### config.mk
export PLATFORM = sky130hd
export DESIGN_NAME = hazard_scoreboard
export DESIGN_NICKNAME = d
export VERILOG_FILES = /design/src/rtl/hazard_pkg.sv /design/src/rtl/fwd_select.sv /design/src/rtl/hazard_scoreboard.sv
export SDC_FILE = /design/constraint.sdc
export NUM_CORES = 1
export LEC_CHECK = 0
export ABC_AREA = 1
export ABC_CLOCK_PERIOD_IN_PS = 2000
export BUFFER_PORTS_ARGS = -buffer_cell sky130_fd_sc_hd__buf_4
export CAP_MARGIN = 40
export CORE_AREA = 2 2 65 67
export CTS_BUF_LIST = sky130_fd_sc_hd__clkbuf_8
export CTS_CLUSTER_DIAMETER = 40
export DETAILED_ROUTE_END_ITERATION = 8
export DIE_AREA = 0 0 67 69
export PLACE_DENSITY = 0.67
export SLEW_MARGIN = 20
export SYNTH_ARGS = -nofsm -noshare
export SYNTH_HDL_FRONTEND = slang
export SYNTH_HIERARCHICAL = 1
export SYNTH_SLANG_ARGS = --single-unit
export TNS_END_PERCENT = 10
### constraint.sdc
create_clock -name clk -period 2 [get_ports clk]
set_clock_uncertainty 0.05 [all_clocks]
set_input_delay 0.2 -clock clk [delete_from_list [all_inputs] [get_ports clk]]
set_output_delay 0.2 -clock clk [all_outputs]
set_load 0.01 [all_outputs]
### src/rtl/hazard_pkg.sv
// hazard_pkg: forwarding-select encodings, default sizes and the pipeline tag type
package hazard_pkg;
  localparam int AW_DEF = 3;
  localparam int NREG_DEF = 8;
  localparam logic [1:0] FWD_RF = 2'b00;
  localparam logic [1:0] FWD_EXMEM = 2'b01;
  localparam logic [1:0] FWD_MEMWB = 2'b10;
  typedef struct packed {
    logic v;
    logic [AW_DEF-1:0] rd;
  } tag_t;
endpackage

### src/rtl/fwd_select.sv
// fwd_select: picks the youngest in-flight producer of rs, regfile for r0
module fwd_select
  import hazard_pkg::*;
(
  input  tag_t              ex_tag,
  input  tag_t              mem_tag,
  input  logic [AW_DEF-1:0] rs,
  output logic [1:0]        sel
);
  always_comb
    sel = (rs == '0) ? FWD_RF :
          (ex_tag.v && ex_tag.rd == rs) ? FWD_EXMEM :
          (mem_tag.v && mem_tag.rd == rs) ? FWD_MEMWB : FWD_RF;
endmodule

### src/rtl/hazard_scoreboard.sv
// hazard_scoreboard: ID/EX issue control with countdown scoreboard; HAZ_PERF_EN adds stall_cnt
module hazard_scoreboard
  import hazard_pkg::*;
#(
  parameter int NREG = NREG_DEF,
  parameter int AW = AW_DEF,
  parameter int LOAD_LAT = 1,
  parameter int ALU_LAT = 0
) (
  input  logic          clk,
  input  logic          rst,
  input  logic          id_valid,
  input  logic [AW-1:0] id_rs1,
  input  logic [AW-1:0] id_rs2,
  input  logic [AW-1:0] id_rd,
  input  logic          id_regwrite,
  input  logic          id_is_load,
  input  logic          br_flush,
  input  logic          mem_busy,
  output logic          stall,
  output logic          issue,
  output logic [1:0]    ex_fwd_sel1,
  output logic [1:0]    ex_fwd_sel2
`ifdef HAZ_PERF_EN
  , output logic [15:0] stall_cnt
`endif
);
  logic [1:0] cnt [NREG];
  tag_t ex_tag, mem_tag;
  logic hit1, hit2, wen;
  logic [1:0] sel1, sel2, lat;
  always_comb begin
    hit1 = (id_rs1 != '0) && (cnt[id_rs1] != 2'd0);
    hit2 = (id_rs2 != '0) && (cnt[id_rs2] != 2'd0);
    stall = mem_busy | (id_valid & ~br_flush & (hit1 | hit2));
    issue = id_valid & ~br_flush & ~stall;
    wen = issue & id_regwrite & (id_rd != '0);
    lat = id_is_load ? 2'(LOAD_LAT) : 2'(ALU_LAT);
  end
  fwd_select u_sel1 (.ex_tag(ex_tag), .mem_tag(mem_tag), .rs(id_rs1), .sel(sel1));
  fwd_select u_sel2 (.ex_tag(ex_tag), .mem_tag(mem_tag), .rs(id_rs2), .sel(sel2));
  always_ff @(posedge clk) begin
    if (rst) begin
      for (int r = 0; r < NREG; r++) cnt[r] <= 2'd0;
      ex_tag <= '0;
      mem_tag <= '0;
      ex_fwd_sel1 <= FWD_RF;
      ex_fwd_sel2 <= FWD_RF;
    end else if (!mem_busy) begin
      for (int r = 0; r < NREG; r++)
        cnt[r] <= (wen && id_rd == AW'(r)) ? lat : (cnt[r] != 2'd0) ? cnt[r] - 2'd1 : cnt[r];
      mem_tag <= ex_tag;
      ex_tag <= '{v: wen, rd: id_rd};
      ex_fwd_sel1 <= issue ? sel1 : FWD_RF;
      ex_fwd_sel2 <= issue ? sel2 : FWD_RF;
    end
  end
`ifdef HAZ_PERF_EN
  always_ff @(posedge clk) begin
    if (rst) stall_cnt <= '0;
    else if (id_valid && stall && !mem_busy && stall_cnt != 16'hFFFF) stall_cnt <= stall_cnt + 16'd1;
  end
`endif
endmodule
==> flow_summary.toml <==
[status]
status = "finished with violations"
failed_checks = "negative setup slack"

[yosys]
ys_ff_latch = 26
synth_cell_types = 26
synthesis.nets = 296
syn_inst = 273
synth.area.top_cells = "edfxtp_1, dfxtp_1, nand2_1"
ys_seq_area_share_pct = 35.9
ys_async_sr_fraction_pct = 0
synth_area_per_cell_um2 = 6.73
yosysTopAreaCellShare_pct = 22.9
synth_ff_type = "edfxtp_1"
ys.warnings.count = 6
yosys.area.top_type = "edfxtp_1"
synth_edf_count = 14
syn_area_um2 = 1840

[layout]
final_area_um2 = 2200
layout-drive-gt1-share_pct = 21.4
insertedDiodeCount = 0
final_nets = 328
area_delta_synth_final_pct = 19.5

[global_routing]
grt_pass1_wl_mm = 6.73
grt_pass1_vias = 1543
grt_use_total_pct = 18.7
antenna_found_initial = 0
gr-total-overflow = 0
grt_max_degree = 15

[placed_design]
place_ws_ns = -0.0396
placed_cell_area_um2 = 2070
hpwl_mm = 3.28
finalWeightedCongestion = 0.822
io_buffers = 21

[routing]
ant_nets = 0
vias_per_cell = 4.88
route.detailed.drc = 0
drtIter0Drc = 73
drtPass1Iterations = 4
drt_wl_total_mm = 4.22
vias = 1727
wl_per_cell_um = 11.9

[timing]
layout_worst_path_cycle_share_pct = 102
worst_slack_ns = -0.0417
hold_slack_ns = 0.117
worst_pin_slew_ns = 0.806
fin_tns_setup_ns = -0.0417
rsz0062_at_grt = "yes"
hold_violations = 0
setup_viol = 1
fin_crit_ns = 2.04
timing.fmax_mhz = 490
finalMaxSlewViolations = 0
relSlewSlack_pct = 46.1

[clock_network]
clk_latency_ns = 0.27
cts_buffers = 3
tritoncts = "built"
cts_root_buf = "clkbuf_8"
clkTransAtPathRegs_ns = 0.09
numClockSinks = 26
htree_levels = 1
clockBufferDepth = 2

[die]
fp.dieW_um = 67
die_h_um = 69
boundaryPins = 22
rows = 23
core_um2 = 3910
start_util_pct = 47.0
die_area_um2 = 4620

[worst_setup_path]
cp_max_fo = 2
crit_required_ns = 1.75
cp_cell_sequence = "nor2_4, buf_4, o211ai_1, nand3_1, and2_2, o31ai_1, buf_4"
slowest_delay_ns = 0.41
cpMostUsedCell = "buf_4"
cp_slowest_cell = "edfxtp_1"
cp.arrival_ns = 1.79
start_kind = "flip-flop"
worstSetupPathType = "flip-flop to output port"
critPathCaptureType = "output port"
r2r.worst_path.cells = 8

[worst_hold_path]
whs_path_depth = 2
hp-class = "input port to flip-flop"

[power_and_ir_drop]
p_leak_nw = 1.11
power.density_nw_per_um2 = 607
irDropWorstVdd_v = 0.000386
total_power_mw = 1.33

[run]
cap_viol_max_count = 0
[kinds of logic after synthesis]
group | synth area share, %
AND/OR/NAND/NOR | 33.5
buffers and inverters | 13.9
AO/OA/AOI/OAI | 11.9
flip-flops | 35.9
adder cells (fa/ha/maj) | 4.76
[path summary, 6_finish.rpt]
path	from	to	slack, ns
setup / recovery	cnt[1][1]$_SDFFCE_PP0P_	stall	-0.04
hold / removal	rst	ex_fwd_sel2[1]$_SDFFE_PP0N_	0.12
setup reg to reg	cnt[5][1]$_SDFFCE_PP0P_	cnt[2][1]$_SDFFCE_PP0P_	0.02
hold reg to reg	mem_tag[2]$_SDFFE_PP0N_	mem_tag[2]$_SDFFE_PP0N_	0.45
[cells in the mapped netlist, types with 3 or more instances]
cell and instances:
nand2_1 59, inv_1 53, nor2_1 43, nand3_1 17
o21ai_0 15, edfxtp_1 14, dfxtp_1 12, nor3_1 10
ha_1 7, inv_2 6, a21oi_1 5, nand2_2 5
a22oi_1 4, nand2_4 3, o22ai_1 3
[cell usage in the layout (no fill, tap or decap), drive strengths merged, types with 3 or more instances in the layout]
cell | netlist | routed
nor3 | 10 | 10
inv | 59 | 59
o22ai | 3 | 3
clkbuf | 1 | 4
edfxtp | 14 | 14
nand2 | 67 | 67
a22oi | 4 | 4
ha | 7 | 7
nand3 | 17 | 17
nor2 | 45 | 45
o21ai | 17 | 17
buf | 3 | 31
dfxtp | 12 | 12
a21oi | 5 | 5
[stage by stage]
step                      utilization, %  std cells
after detailed placement            52.9        346
after global routing                56.1        354
after floorplan                        -        273
after CTS                           54.7        351
after global placement              52.9        346
final                               56.1        354
[worst max-delay path: cells and delay by family, from the launching register on]
kind / cells / cell delay (ns)
and+or+nand+nor: 3 / 0.40
DFF: 1 / 0.41
buffers and inverters: 2 / 0.31
AOI/OAI and AO/OA: 2 / 0.41
[area by class of cell]
class | instances | area [um^2]
well taps | 50 | 62.6
fillers | 393 | 1720
clock buffers | 4 | 55.1
repair buffers | 31 | 236
inverters | 59 | 221
flip-flops and latches | 26 | 661
multi-input cells | 184 | 961
[routing by layer]
layer  wire [um]  global-route usage [%]
met5           0                       0
met4          40                    4.08
met3         223                    2.61
met2        2030                    32.8
met1        1930                    23.8
[sequential cells by signal, summed over array words and instances, names as in the netlist]
signal and count:
cnt 14, ex_fwd_sel1 2, ex_fwd_sel2 2, ex_tag 4
mem_tag 4
[where the power goes]
group | internal, mW | switching (mW) | leakage, nW | total [mW]
clock | 0.176 | 0.173 | 0.0288 | 0.349
sequential | 0.621 | 0.0384 | 0.245 | 0.659
combinational | 0.140 | 0.186 | 0.835 | 0.325
total | 0.937 | 0.397 | 1.11 | 1.33
[repair_timing]
action	CTS	global route
pin swaps	0	6
hold buffers	0	0
setup endpoints to repair	12	24
setup buffers	1	3
resized for setup	3	14
No activity file was read; power rests on OpenSTA's default activity.
